<file path="config.mk">
export PLATFORM = sky130hd
export DESIGN_NAME = adder_share_arb_flat
export DESIGN_NICKNAME = d
export VERILOG_FILES = /design/src/rtl/adder_arb_pkg.sv /design/src/rtl/adder_share_arb_if.sv /design/src/rtl/adder_share_arb_rr_picker.sv /design/src/rtl/adder_share_arb.sv /design/src/flat_wrapper.sv
export SDC_FILE = /design/constraint.sdc
export NUM_CORES = 1
export LEC_CHECK = 0
export BUFFER_PORTS_ARGS = -buffer_cell sky130_fd_sc_hd__clkbuf_2
export CAP_MARGIN = 20
export CORE_AREA = 2 2 132 134
export CTS_CLUSTER_DIAMETER = 80
export DETAILED_ROUTE_END_ITERATION = 6
export DIE_AREA = 0 0 134 136
export PLACE_DENSITY = 0.71
export SETUP_SLACK_MARGIN = 0.5
export SLEW_MARGIN = 20
export SYNTH_ARGS = -nofsm -noshare
export SYNTH_HDL_FRONTEND = slang
export SYNTH_SLANG_ARGS = --single-unit
</file>
<file path="constraint.sdc">
create_clock -name clk -period 6 [get_ports clk]
set_clock_uncertainty 0.2 [all_clocks]
set_input_delay 0.3 -clock clk [delete_from_list [all_inputs] [get_ports clk]]
set_output_delay 0.3 -clock clk [all_outputs]
set_load 0.01 [all_outputs]
</file>
<file path="src/rtl/adder_arb_pkg.sv">
// Shared definitions for the shared-adder arbiter (states, limits, counter width).
package adder_arb_pkg;

  typedef enum logic [1:0] {
    IDLE = 2'd0,
    CALC = 2'd1,
    RESP = 2'd2
  } state_e;

  localparam int unsigned MAX_REQ    = 8;
  localparam int unsigned PERF_CNT_W = 16;

endpackage : adder_arb_pkg

</file>
<file path="src/rtl/adder_share_arb_if.sv">
// Requester / adder / response bus of the shared-adder arbiter.
// slave: arbiter side; master: requesters, adder and response consumer.
interface adder_share_arb_if #(
  parameter int unsigned NUM_REQ = 3,
  parameter int unsigned WIDTH   = 32
);
  localparam int unsigned ID_W = $clog2(NUM_REQ);

  logic [NUM_REQ-1:0]       req_valid;
  logic [NUM_REQ-1:0]       req_ready;
  logic [NUM_REQ*WIDTH-1:0] req_op1;
  logic [NUM_REQ*WIDTH-1:0] req_op2;
  logic [NUM_REQ-1:0]       req_cin;

  logic [WIDTH-1:0]         add_op1;
  logic [WIDTH-1:0]         add_op2;
  logic                     add_cin;
  logic [WIDTH-1:0]         add_sum;
  logic                     add_cout;

  logic                     resp_valid;
  logic                     resp_ready;
  logic [ID_W-1:0]          resp_id;
  logic [WIDTH-1:0]         resp_sum;
  logic                     resp_cout;

  modport slave (
    input  req_valid, req_op1, req_op2, req_cin, add_sum, add_cout, resp_ready,
    output req_ready, add_op1, add_op2, add_cin, resp_valid, resp_id, resp_sum, resp_cout
  );

  modport master (
    output req_valid, req_op1, req_op2, req_cin, add_sum, add_cout, resp_ready,
    input  req_ready, add_op1, add_op2, add_cin, resp_valid, resp_id, resp_sum, resp_cout
  );

endinterface : adder_share_arb_if

</file>
<file path="src/rtl/adder_share_arb_rr_picker.sv">
// Combinational round-robin picker: first set bit of req searching from ptr+1
// upward with wrap at N. Returns one-hot grant and its encoded index.
module rr_picker #(
  parameter int unsigned N = 3,
  localparam int unsigned ID_W = $clog2(N)
) (
  input  logic [N-1:0]    req,
  input  logic [ID_W-1:0] ptr,
  output logic [N-1:0]    gnt_c,
  output logic [ID_W-1:0] id_c
);

  // Walk from farthest to nearest so the nearest candidate after ptr wins.
  always_comb begin
    int unsigned s;
    gnt_c = '0;
    id_c  = '0;
    s     = 0;
    for (int unsigned i = N; i >= 1; i--) begin
      s = int'(ptr) + i;
      if (s >= N) s = s - N;
      if (req[ID_W'(s)]) begin
        gnt_c              = '0;
        gnt_c[ID_W'(s)]    = 1'b1;
        id_c               = ID_W'(s);
      end
    end
  end

endmodule : rr_picker

</file>
<file path="src/rtl/adder_share_arb.sv">
// Shares one external adder between NUM_REQ requesters: round-robin grant,
// registered operands, captured sum/carry, tagged response held until accepted.
// Optional build macro ADDER_ARB_PERF_EN adds per-requester 16-bit grant counters.
module adder_share_arb
  import adder_arb_pkg::*;
#(
  parameter int unsigned NUM_REQ = 3,
  parameter int unsigned WIDTH   = 32,
  localparam int unsigned ID_W   = $clog2(NUM_REQ)
) (
  input  logic                          clk,
  input  logic                          rst_n,
`ifdef ADDER_ARB_PERF_EN
  output logic [NUM_REQ*PERF_CNT_W-1:0] perf_grants,
`endif
  adder_share_arb_if.slave              bus
);

  state_e              state_q, state_d;
  logic [ID_W-1:0]     rr_ptr_q, rr_ptr_d;
  logic [ID_W-1:0]     id_q, id_d;
  logic [WIDTH-1:0]    add_op1_q, add_op1_d;
  logic [WIDTH-1:0]    add_op2_q, add_op2_d;
  logic                add_cin_q, add_cin_d;
  logic                resp_valid_q, resp_valid_d;
  logic [ID_W-1:0]     resp_id_q, resp_id_d;
  logic [WIDTH-1:0]    resp_sum_q, resp_sum_d;
  logic                resp_cout_q, resp_cout_d;

  logic [NUM_REQ-1:0]  pick_gnt_c;
  logic [ID_W-1:0]     pick_id_c;
  logic [NUM_REQ-1:0]  req_ready_c;
  logic                hs_c;
  logic [WIDTH-1:0]    op1_sel_c, op2_sel_c;
  logic                cin_sel_c;

  rr_picker #(.N(NUM_REQ)) u_picker (
    .req   (bus.req_valid),
    .ptr   (rr_ptr_q),
    .gnt_c (pick_gnt_c),
    .id_c  (pick_id_c)
  );

  // Operand mux for the requester the picker selected.
  always_comb begin
    op1_sel_c = '0;
    op2_sel_c = '0;
    cin_sel_c = 1'b0;
    for (int unsigned i = 0; i < NUM_REQ; i++) begin
      if (pick_id_c == ID_W'(i)) begin
        op1_sel_c = bus.req_op1[i*WIDTH +: WIDTH];
        op2_sel_c = bus.req_op2[i*WIDTH +: WIDTH];
        cin_sel_c = bus.req_cin[i];
      end
    end
  end

  // Next-state and datapath update for IDLE -> CALC -> RESP -> IDLE.
  always_comb begin
    state_d      = state_q;
    rr_ptr_d     = rr_ptr_q;
    id_d         = id_q;
    add_op1_d    = add_op1_q;
    add_op2_d    = add_op2_q;
    add_cin_d    = add_cin_q;
    resp_valid_d = resp_valid_q;
    resp_id_d    = resp_id_q;
    resp_sum_d   = resp_sum_q;
    resp_cout_d  = resp_cout_q;
    req_ready_c  = '0;
    hs_c         = 1'b0;
    unique case (state_q)
      IDLE: begin
        req_ready_c = pick_gnt_c;
        hs_c        = |(bus.req_valid & req_ready_c);
        if (hs_c) begin
          add_op1_d = op1_sel_c;
          add_op2_d = op2_sel_c;
          add_cin_d = cin_sel_c;
          id_d      = pick_id_c;
          rr_ptr_d  = pick_id_c;
          state_d   = CALC;
        end
      end
      CALC: begin
        resp_sum_d   = bus.add_sum;
        resp_cout_d  = bus.add_cout;
        resp_id_d    = id_q;
        resp_valid_d = 1'b1;
        state_d      = RESP;
      end
      RESP: begin
        if (bus.resp_ready) begin
          resp_valid_d = 1'b0;
          state_d      = IDLE;
        end
      end
      default: state_d = IDLE;
    endcase
  end

  // State, operand and response registers.
  always_ff @(posedge clk or negedge rst_n) begin
    if (!rst_n) begin
      state_q      <= IDLE;
      rr_ptr_q     <= ID_W'(NUM_REQ - 1);
      id_q         <= '0;
      add_op1_q    <= '0;
      add_op2_q    <= '0;
      add_cin_q    <= 1'b0;
      resp_valid_q <= 1'b0;
      resp_id_q    <= '0;
      resp_sum_q   <= '0;
      resp_cout_q  <= 1'b0;
    end else begin
      state_q      <= state_d;
      rr_ptr_q     <= rr_ptr_d;
      id_q         <= id_d;
      add_op1_q    <= add_op1_d;
      add_op2_q    <= add_op2_d;
      add_cin_q    <= add_cin_d;
      resp_valid_q <= resp_valid_d;
      resp_id_q    <= resp_id_d;
      resp_sum_q   <= resp_sum_d;
      resp_cout_q  <= resp_cout_d;
    end
  end

  assign bus.req_ready  = req_ready_c;
  assign bus.add_op1    = add_op1_q;
  assign bus.add_op2    = add_op2_q;
  assign bus.add_cin    = add_cin_q;
  assign bus.resp_valid = resp_valid_q;
  assign bus.resp_id    = resp_id_q;
  assign bus.resp_sum   = resp_sum_q;
  assign bus.resp_cout  = resp_cout_q;

`ifdef ADDER_ARB_PERF_EN
  logic [NUM_REQ-1:0][PERF_CNT_W-1:0] perf_q, perf_d;

  // Count handshakes per requester; counters wrap naturally.
  always_comb begin
    perf_d = perf_q;
    for (int unsigned i = 0; i < NUM_REQ; i++) begin
      if (hs_c && (pick_id_c == ID_W'(i))) perf_d[i] = perf_q[i] + PERF_CNT_W'(1);
    end
  end

  // Grant counter registers.
  always_ff @(posedge clk or negedge rst_n) begin
    if (!rst_n) perf_q <= '0;
    else        perf_q <= perf_d;
  end

  assign perf_grants = perf_q;
`endif

endmodule : adder_share_arb
</file>
<file path="src/flat_wrapper.sv">
// flat-port wrapper written by rule: the top's interface ports become plain ports
module adder_share_arb_flat import adder_arb_pkg::*;
#(
  parameter int unsigned NUM_REQ = 3,
  parameter int unsigned WIDTH   = 32,
  localparam int unsigned ID_W   = $clog2(NUM_REQ)
)
  (clk, rst_n, bus_req_valid, bus_req_op1, bus_req_op2, bus_req_cin, bus_add_sum, bus_add_cout, bus_resp_ready, bus_req_ready, bus_add_op1, bus_add_op2, bus_add_cin, bus_resp_valid, bus_resp_id, bus_resp_sum, bus_resp_cout);
  adder_share_arb_if #(.NUM_REQ(NUM_REQ), .WIDTH(WIDTH)) bus_i ();
  input  logic clk;
  input  logic rst_n;
  input wire logic [$bits(bus_i.req_valid)-1:0] bus_req_valid;
  input wire logic [$bits(bus_i.req_op1)-1:0] bus_req_op1;
  input wire logic [$bits(bus_i.req_op2)-1:0] bus_req_op2;
  input wire logic [$bits(bus_i.req_cin)-1:0] bus_req_cin;
  input wire logic [$bits(bus_i.add_sum)-1:0] bus_add_sum;
  input wire logic [$bits(bus_i.add_cout)-1:0] bus_add_cout;
  input wire logic [$bits(bus_i.resp_ready)-1:0] bus_resp_ready;
  output wire logic [$bits(bus_i.req_ready)-1:0] bus_req_ready;
  output wire logic [$bits(bus_i.add_op1)-1:0] bus_add_op1;
  output wire logic [$bits(bus_i.add_op2)-1:0] bus_add_op2;
  output wire logic [$bits(bus_i.add_cin)-1:0] bus_add_cin;
  output wire logic [$bits(bus_i.resp_valid)-1:0] bus_resp_valid;
  output wire logic [$bits(bus_i.resp_id)-1:0] bus_resp_id;
  output wire logic [$bits(bus_i.resp_sum)-1:0] bus_resp_sum;
  output wire logic [$bits(bus_i.resp_cout)-1:0] bus_resp_cout;
  assign bus_i.req_valid = bus_req_valid;
  assign bus_i.req_op1 = bus_req_op1;
  assign bus_i.req_op2 = bus_req_op2;
  assign bus_i.req_cin = bus_req_cin;
  assign bus_i.add_sum = bus_add_sum;
  assign bus_i.add_cout = bus_add_cout;
  assign bus_i.resp_ready = bus_resp_ready;
  assign bus_req_ready = bus_i.req_ready;
  assign bus_add_op1 = bus_i.add_op1;
  assign bus_add_op2 = bus_i.add_op2;
  assign bus_add_cin = bus_i.add_cin;
  assign bus_resp_valid = bus_i.resp_valid;
  assign bus_resp_id = bus_i.resp_id;
  assign bus_resp_sum = bus_i.resp_sum;
  assign bus_resp_cout = bus_i.resp_cout;
  adder_share_arb #(.NUM_REQ(NUM_REQ), .WIDTH(WIDTH)) u_core (.clk(clk), .rst_n(rst_n), .bus(bus_i));
endmodule
</file>
==> tab_implementation.tex, run 1 <==
\begin{tabular}{lr}
\hline
Metric & Value \\
\hline
\multicolumn{2}{l}{\textbf{Routing}} \\
Total length of routed wires & 15600 um \\
Highest metal layer with signal wires & met4 \\
Vias/cell & 4.64 \\
Number of optimization iterations in the first detailed-route pass & 4 \\
WL/cell & 14.3 um \\
DRC & 0 \\
Number of DRC markers after the initial detailed-route iteration & 251 \\
Final ANT Viol Nets & 0 \\
Met3 WL & 1080 um \\
Met1 layer wirelength in the final routing & 6140 um \\
Via total after detailed routing & 5099 \\
Detail Route met2 WL & 8070 um \\
\multicolumn{2}{l}{\textbf{Synth}} \\
Synthesized cell area & 5700 um\^{}2 \\
Number of instances in the synthesized netlist & 516 \\
Nets in the synthesized netlist & 754 \\
Sequential cell area fraction in the yosys report & 46.5\% \\
Mean cell area of the mapped netlist & 11.1 um\^{}2 \\
Register bit count reported by yosys & 106 \\
Number of distinct library cells after synthesis & 38 \\
Yosys warnings & 0 \\
\multicolumn{2}{l}{\textbf{Finish}} \\
Post-Layout Inst Area & 8220 um\^{}2 \\
Area Growth Syn to Fin & 44.2\% \\
Final Util & 48.7\% \\
Layout cell share with drive strength beyond 1 & 52.6\% \\
Diode count & 0 \\
Most used cells in the layout excluding fill and tap cells & 336 x sky130\_fd\_sc\_hd\_\_clkbuf\_2, 105 x sky130\_fd\_sc\_hd\_\_dfrtp\_1, 92 x sky130\_fd\_sc\_hd\_\_mux2\_2 \\
Final net count & 1106 \\
Commonest non-fill, non-tap cell in the layout & sky130\_fd\_sc\_hd\_\_clkbuf\_2 \\
Final cell count without fillers & 1098 \\
\multicolumn{2}{l}{\textbf{Floorplanning}} \\
Initial Utilization & 33.8\% \\
Top Ports & 338 \\
Chip Height & 136 um \\
Die width & 134 um \\
Core ar. & 16900 um\^{}2 \\
Floorplan die area & 18200 um\^{}2 \\
FP Rows & 48 \\
\multicolumn{2}{l}{\textbf{Critical path}} \\
Worst endpoint required time & 6.03 ns \\
Top fanout value on the critical path & 40 \\
Worst reg-to-reg setup slack & 2.35 ns \\
Critical register-to-register path endpoint & u\_core.bus.add\_op2[7] \\
Worst setup path category & flop to flop \\
CP startpoint kind & flop \\
Data arrival time of the critical path & 3.68 ns \\
Reg2reg start & u\_core.id\_q[0] \\
Worst reg-to-reg path cell count & 8 \\
Nature of the critical path endpoint & flop \\
\multicolumn{2}{l}{\textbf{STA}} \\
Slew at the pin closest to its max-slew limit & 0.749 ns \\
Final critical delay including setup and external delays & 3.65 ns \\
Max-slew violations & 0 \\
Tcrit/Tclk final & 60.9\% \\
Count of final setup violators & 0 \\
Sum of negative setup slack & 0 ns \\
Slew Limit Headroom & 50.1\% \\
Maximum clock rate & 0.274 GHz \\
Number of hold-slack violations in the final timing report & 0 \\
Setup repair after global routing missed its margin & no \\
\multicolumn{2}{l}{\textbf{Clock tree}} \\
Maximum level of the CTS H-tree & 3 \\
Total clock sinks & 106 \\
TritonCTS clock tree & built \\
Num CTS Buffers & 9 \\
Number of cells upsized or downsized after cts & 0 \\
Insertion delay of the later-clocked pin in the worst-skew pair & 0.35 ns \\
CTS clk-pin slew, worst paths & 0.08 ns \\
CTS Root Cell & sky130\_fd\_sc\_hd\_\_clkbuf\_16 \\
\# Post-CTS Setup Buffers & 0 \\
Maximum clock insertion buffer count & 2 \\
\# hold bufs at CTS & 34 \\
\multicolumn{2}{l}{\textbf{Placement}} \\
IO buf count & 337 \\
Instance count after placement with tap cells included & 1048 \\
Final weighted congestion in routability-driven placement & 0.824 \\
Post-place instance area & 7570 um\^{}2 \\
HPWL after DPL & 11900 um \\
\multicolumn{2}{l}{\textbf{Power}} \\
Power density over cell area & 530 nW/um\^{}2 \\
Worst vdd rail ir drop & 0.261 mV \\
Leak Pwr & 0.00422 uW \\
\multicolumn{2}{l}{\textbf{Status}} \\
Run status & finished clean \\
\multicolumn{2}{l}{\textbf{Global routing}} \\
Number of antenna violations at the first check in global routing & 0 \\
Maximum number of pins on one net before global-route repair & 65 \\
GR Util All Layers & 16.7\% \\
Remaining Overflow, GRT & 0 \\
Wire length of the first global-routing pass & 24200 um \\
Via count of the first global-routing pass & 5036 \\
\multicolumn{2}{l}{\textbf{Min path}} \\
Worst Hold Launch & bus\_resp\_ready \\
Hold-critical path depth & 3 \\
Hold path endpoint & u\_core.state\_q[1] \\
Path class of the lowest-slack min-delay path & primary input to flop \\
\multicolumn{2}{l}{\textbf{Job}} \\
Reported max-cap violation count & 0 \\
\hline
\end{tabular}
routing by layer:
layer / vias to the layer above / GRT usage [%]
met3: 26 / 3.54
met4: 0 / 6.86
li1: 2529 / -
met5: - / 0
met2: 201 / 30.0
met1: 2343 / 19.3
power by group:
group | switching (uW) | total [uW] | internal (uW)
sequential | 196 | 1300 | 1100
combinational | 1230 | 2440 | 1210
clock | 290 | 623 | 333
stage by stage:
| step | power (uW) | worst slack (ns) | hold WS (ns) |
|---|---|---|---|
| 6_report | 4360 | 2.35 | 0.0605 |
| 5_1_grt | 4680 | 2.09 | 0.0798 |
| 4_1_cts | 4410 | 2.35 | 0.0434 |
| 3_5_place_dp | 3760 | 2.38 | 0.159 |
| 3_3_place_gp | 3690 | 2.44 | 0.150 |
| 2_1_floorplan | 3020 | 2.92 | -0.196 |
area by class of cell:
class / count / area (um^2)
fill: 1553 / 8650
multi-input combinational: 366 / 2860
sequential: 106 / 2650
timing repair buffer: 379 / 2090
tap: 225 / 282
clock buffer: 9 / 225
clock inverter: 7 / 85.1
inverter: 6 / 22.5
flip-flops by register name (all words and copies together) (netlist names):
signal,cells
u_core.bus.add_cin,1
u_core.bus.add_op1,32
u_core.bus.add_op2,32
u_core.bus.resp_cout,1
u_core.bus.resp_id,2
u_core.bus.resp_sum,32
u_core.bus.resp_valid,1
u_core.id_q,2
u_core.rr_ptr_q,1
u_core.state_q,2
synth_stat cells:
| library cell | number | area (um^2) |
|---|---|---|
| sky130_fd_sc_hd__nand2b_1 | 5 | 31.3 |
| sky130_fd_sc_hd__a22oi_1 | 1 | 7.51 |
| sky130_fd_sc_hd__nand2_1 | 52 | 195 |
| sky130_fd_sc_hd__and2b_1 | 2 | 15.0 |
| sky130_fd_sc_hd__a21o_1 | 2 | 15.0 |
| sky130_fd_sc_hd__a311oi_1 | 1 | 8.76 |
| sky130_fd_sc_hd__o31ai_1 | 1 | 7.51 |
| sky130_fd_sc_hd__a31oi_1 | 1 | 6.26 |
| sky130_fd_sc_hd__nor2b_1 | 1 | 6.26 |
| sky130_fd_sc_hd__buf_4 | 5 | 37.5 |
| sky130_fd_sc_hd__and4_1 | 1 | 8.76 |
| sky130_fd_sc_hd__buf_1 | 3 | 11.3 |
| sky130_fd_sc_hd__a2111oi_4 | 1 | 27.5 |
| sky130_fd_sc_hd__dfrtp_1 | 105 | 2630 |
| sky130_fd_sc_hd__o311a_1 | 1 | 10.0 |
| sky130_fd_sc_hd__dfstp_2 | 1 | 26.3 |
| sky130_fd_sc_hd__buf_2 | 15 | 75.1 |
| sky130_fd_sc_hd__o22a_1 | 2 | 17.5 |
| sky130_fd_sc_hd__inv_1 | 6 | 22.5 |
| sky130_fd_sc_hd__nor3b_1 | 1 | 7.51 |
| sky130_fd_sc_hd__nor2_1 | 31 | 116 |
| sky130_fd_sc_hd__nor3_1 | 2 | 10.0 |
| sky130_fd_sc_hd__buf_6 | 2 | 22.5 |
| sky130_fd_sc_hd__nand3_1 | 2 | 10.0 |
| sky130_fd_sc_hd__a21oi_1 | 28 | 140 |
| sky130_fd_sc_hd__clkbuf_1 | 13 | 48.8 |
| sky130_fd_sc_hd__mux2_1 | 10 | 113 |
| sky130_fd_sc_hd__or4b_1 | 1 | 10.0 |
| sky130_fd_sc_hd__a211oi_1 | 3 | 22.5 |
| sky130_fd_sc_hd__o21a_1 | 1 | 7.51 |
| sky130_fd_sc_hd__mux2_2 | 92 | 1040 |
| sky130_fd_sc_hd__o221ai_1 | 2 | 17.5 |
| sky130_fd_sc_hd__o21ai_0 | 48 | 240 |
| sky130_fd_sc_hd__ha_1 | 4 | 50.1 |
| sky130_fd_sc_hd__and3_1 | 1 | 6.26 |
| sky130_fd_sc_hd__o211ai_1 | 1 | 7.51 |
| sky130_fd_sc_hd__mux2i_1 | 67 | 671 |
| sky130_fd_sc_hd__a21bo_2 | 1 | 10.0 |
worst max-delay path: stages, from the launching register on:
cell and delay (ns):
sky130_fd_sc_hd__dfrtp_1 0.46, sky130_fd_sc_hd__inv_1 0.19, sky130_fd_sc_hd__ha_1 0.58, sky130_fd_sc_hd__or4b_1 0.60, sky130_fd_sc_hd__o211ai_1 0.09, sky130_fd_sc_hd__a21oi_1 0.11, sky130_fd_sc_hd__a2111oi_4 0.38, sky130_fd_sc_hd__buf_4 0.50
sky130_fd_sc_hd__mux2_2 0.40
kinds of logic (layout without fill, tap and decap cells):
kind of cell	Yosys count	after routing	share of synthesized area [%]
fa+ha+maj	4	4	0.878
mux	169	169	31.9
simple gates	99	99	7.31
buf+inv	44	401	3.82
flops	106	106	46.5
compound gates	94	94	9.57
how the worst max path moves through the flow:
| stage | start | to | slack, ns | depth (start not counted) |
|---|---|---|---|---|
| after floorplan | u_core.id_q[0] | u_core.bus.add_op2[10] | 2.92 | 10 |
| after global placement | u_core.id_q[0] | u_core.bus.add_op1[20] | 2.44 | 8 |
| after detailed placement | u_core.id_q[0] | u_core.bus.add_op1[25] | 2.38 | 8 |
| after CTS | u_core.id_q[0] | u_core.bus.add_op2[7] | 2.35 | 8 |
| after global routing | u_core.id_q[0] | u_core.bus.add_op2[7] | 2.09 | 8 |
| final | u_core.id_q[0] | u_core.bus.add_op2[7] | 2.35 | 8 |
Power figures use the tool's default switching activity.
==> run 2: changes to the inputs <==
--- a/config.mk
+++ b/config.mk
@@ -11,7 +11,7 @@
 export CTS_CLUSTER_DIAMETER = 80
 export DETAILED_ROUTE_END_ITERATION = 6
 export DIE_AREA = 0 0 134 136
-export PLACE_DENSITY = 0.71
+export PLACE_DENSITY = 0.74
 export SETUP_SLACK_MARGIN = 0.5
 export SLEW_MARGIN = 20
 export SYNTH_ARGS = -nofsm -noshare
==> constraint.sdc (replaced) <==
create_clock -name clk -period 3.2 [get_ports clk]
set_clock_uncertainty 0.2 [all_clocks]
set_input_delay 0.16 -clock clk [delete_from_list [all_inputs] [get_ports clk]]
set_output_delay 0.16 -clock clk [all_outputs]
set_load 0.01 [all_outputs]
==> run 2 against run 1 <==
Against the previous run: combinational power increased to 2.7 times the previous value; flip-flop and latch count did not move; register-to-register slack worse by 2.3 ns; clock power grew 75%; largest power group unchanged; global-route usage rose by 3.6 points; final cell count is 7.7% higher; highest routed layer unchanged; clock-buffer cell count is 1 higher.
==> tab_implementation.tex, run 2 (synthesis gave the netlist of run 1 again) <==
\begin{tabular}{lr}
\hline
Metric & Value \\
\hline
\multicolumn{2}{l}{\textbf{Clock tree}} \\
Maximum clock insertion buffer count & 2 (unchanged) \\
Total clock sinks & 106 (unchanged) \\
TritonCTS clock tree & built \\
Maximum level of the CTS H-tree & 3 (unchanged) \\
CTS Root Cell & sky130\_fd\_sc\_hd\_\_clkbuf\_16 \\
Num CTS Buffers & 9 (unchanged) \\
Insertion delay of the later-clocked pin in the worst-skew pair & 0.36 ns (about the same) \\
CTS clk-pin slew, worst paths & 0.07 ns (about the same) \\
\multicolumn{2}{l}{\textbf{Routing}} \\
Final ANT Viol Nets & 0 (unchanged) \\
Met3 WL & 1020 um (-6.4\%) \\
Total length of routed wires & 19500 um (+25\%) \\
Vias/cell & 4.84 (+4.2\%) \\
Number of optimization iterations in the first detailed-route pass & 4 (unchanged) \\
DRC & 0 (unchanged) \\
Met1 layer wirelength in the final routing & 7910 um (+29\%) \\
Detail Route met2 WL & 10200 um (+26\%) \\
Via total after detailed routing & 5721 (+12\%) \\
Highest metal layer with signal wires & met4 \\
Number of DRC markers after the initial detailed-route iteration & 318 (+27\%) \\
WL/cell & 16.5 um (+16\%) \\
\multicolumn{2}{l}{\textbf{Finish}} \\
Most used cells in the layout excluding fill and tap cells & 336 x sky130\_fd\_sc\_hd\_\_clkbuf\_2, 104 x sky130\_fd\_sc\_hd\_\_dfrtp\_1, 82 x sky130\_fd\_sc\_hd\_\_dlygate4sd3\_1 \\
Layout cell share with drive strength beyond 1 & 53.9\% (+1.3 points) \\
Commonest non-fill, non-tap cell in the layout & sky130\_fd\_sc\_hd\_\_clkbuf\_2 \\
Diode count & 0 (unchanged) \\
Filler cell count in the final layout & 1397 (-10\%) \\
Final net count & 1190 (+7.6\%) \\
Final Util & 56.0\% (+7.3 points) \\
Post-Layout Inst Area & 9450 um\^{}2 (+15\%) \\
Area Growth Syn to Fin & 65.7\% \\
\multicolumn{2}{l}{\textbf{Floorplanning}} \\
Die width & 134 um (unchanged) \\
Floorplan die area & 18200 um\^{}2 (unchanged) \\
Chip Height & 136 um (unchanged) \\
Core ar. & 16900 um\^{}2 (unchanged) \\
Top Ports & 338 (unchanged) \\
FP Rows & 48 (unchanged) \\
Initial Utilization & 33.8\% (unchanged) \\
\multicolumn{2}{l}{\textbf{Power}} \\
Pwr Total & 10100 uW (+130\%) \\
Power density over cell area & 1070 nW/um\^{}2 (+100\%) \\
Leak Pwr & 0.00489 uW (+16\%) \\
Worst vdd rail ir drop & 0.523 mV (+100\%) \\
\multicolumn{2}{l}{\textbf{STA}} \\
Sum of negative setup slack & 0 ns (unchanged) \\
Tcrit/Tclk final & 98.0\% (+37 points) \\
Final critical delay including setup and external delays & 3.14 ns (-0.519 ns) \\
Slew at the pin closest to its max-slew limit & 0.783 ns (+0.0339 ns) \\
Number of hold-slack violations in the final timing report & 0 (unchanged) \\
Maximum clock rate & 0.319 GHz (+17\%) \\
Setup repair after global routing missed its margin & yes \\
Slew Limit Headroom & 47.8\% (-2.3 points) \\
Count of final setup violators & 0 (unchanged) \\
Max-slew violations & 0 (unchanged) \\
\multicolumn{2}{l}{\textbf{Min path}} \\
Worst Hold Launch & bus\_req\_op2[43] \\
Path class of the lowest-slack min-delay path & primary input to flop \\
\multicolumn{2}{l}{\textbf{Global routing}} \\
Wire length of the first global-routing pass & 28800 um (+19\%) \\
Remaining Overflow, GRT & 0 (unchanged) \\
Number of antenna violations at the first check in global routing & 0 (unchanged) \\
GR Util All Layers & 20.3\% (+3.6 points) \\
Maximum number of pins on one net before global-route repair & 62 (-4.6\%) \\
Via count of the first global-routing pass & 5681 (+13\%) \\
\multicolumn{2}{l}{\textbf{Critical path}} \\
Count of buffering cells on the critical path with inverters included & 5 (+3) \\
Start point of the critical path & u\_core.rr\_ptr\_q[1] \\
Cell-by-cell listing of the critical path & inv\_2, ha\_4, buf\_6, or4b\_1, o211ai\_1, a21oi\_2, a2111oi\_4, buf\_6, buf\_12, clkbuf\_16, mux2\_2 \\
Worst setup path category & flop to flop \\
Reg2reg start & u\_core.rr\_ptr\_q[1] \\
Data arrival time of the critical path & 3.17 ns (-0.51 ns) \\
CP max-delay cell & sky130\_fd\_sc\_hd\_\_dfstp\_2 \\
Worst endpoint required time & 3.23 ns (-2.80 ns) \\
Cell family with most CP delay & buffers and inverters \\
Slowest stage delay, CP & 0.54 ns (-0.06 ns) \\
CP startpoint kind & flop \\
Nature of the critical path endpoint & flop \\
Top fanout value on the critical path & 6 (-85\%) \\
Cell with the most instances on the worst path & sky130\_fd\_sc\_hd\_\_buf\_6 \\
\multicolumn{2}{l}{\textbf{Placement}} \\
IO buf count & 337 (unchanged) \\
Final weighted congestion in routability-driven placement & 0.849 (+3.0\%) \\
Post-place instance area & 7790 um\^{}2 (+2.8\%) \\
HPWL after DPL & 12600 um (+5.6\%) \\
\multicolumn{2}{l}{\textbf{Job}} \\
Reported max-cap violation count & 0 (unchanged) \\
\multicolumn{2}{l}{\textbf{Status}} \\
Run status & finished clean \\
\hline
\end{tabular}
==> run 2: area by class of cell <==
class	instances	area, um^2	share of cell area [%]
sequential	106	2660	28.1
clock inverter	6	57.6	0.609
tap	225	282	2.98
inverter	6	25.0	0.265
multi-input combinational	366	3060	32.4
timing repair buffer	463	3140	33.2
clock buffer	10	229	2.42
==> run 2: repair_timing <==
action | CTS | global route
endpoints found under the setup margin | 69 | 71
hold buffers | 82 | 0
setup buffers | 16 | 4
cloned | 6 | 3
resized for setup | 18 | 30
pin swaps | 0 | 3
endpoints found under the hold margin | 140 | 0
==> run 2: worst paths after layout <==
check,endpoint,slack [ns],cells after the start
min,u_core.bus.add_op2[11],0.01,4
min reg2reg,u_core.bus.add_op1[18],0.31,1
max reg2reg,u_core.bus.add_op1[11],0.06,11
min in group asynchronous,u_core.bus.resp_valid,0.23,2
max in group asynchronous,u_core.bus.add_op1[0],1.71,3
max,u_core.bus.add_op1[11],0.06,11
==> run 2: report_power, final <==
part | total, uW | switching, uW | internal (uW)
Combinational | 6560 | 2880 | 3680
Clock | 1090 | 540 | 547
Sequential | 2470 | 401 | 2070
Total | 10100 | 3820 | 6300
==> run 2: worst min-delay path: stages <==
cell and delay [ns]:
sky130_fd_sc_hd__clkbuf_2 0.08, sky130_fd_sc_hd__nor2_1 0.03, sky130_fd_sc_hd__a21oi_1 0.11, sky130_fd_sc_hd__mux2_4 0.15
==> run 2: through the flow <==
| step | setup WS, ns | hold slack, ns | cells |
|---|---|---|---|
| detailed placement | 0.0587 | 0.0917 | 1055 |
| floorplan | 0.286 | -0.336 | 516 |
| finish | 0.0644 | 0.0137 | 1182 |
| CTS | 0.161 | 0.000317 | 1175 |
| global route | -0.0581 | 0.0158 | 1182 |
| global placement | 0.133 | 0.0782 | 1055 |
==> run 2: layer usage <==
layer	vias to the layer above	GRT usage, %
met5	-	0
met3	30	3.62
met2	228	35.8
li1	2710	-
met4	0	7.62
met1	2753	24.8
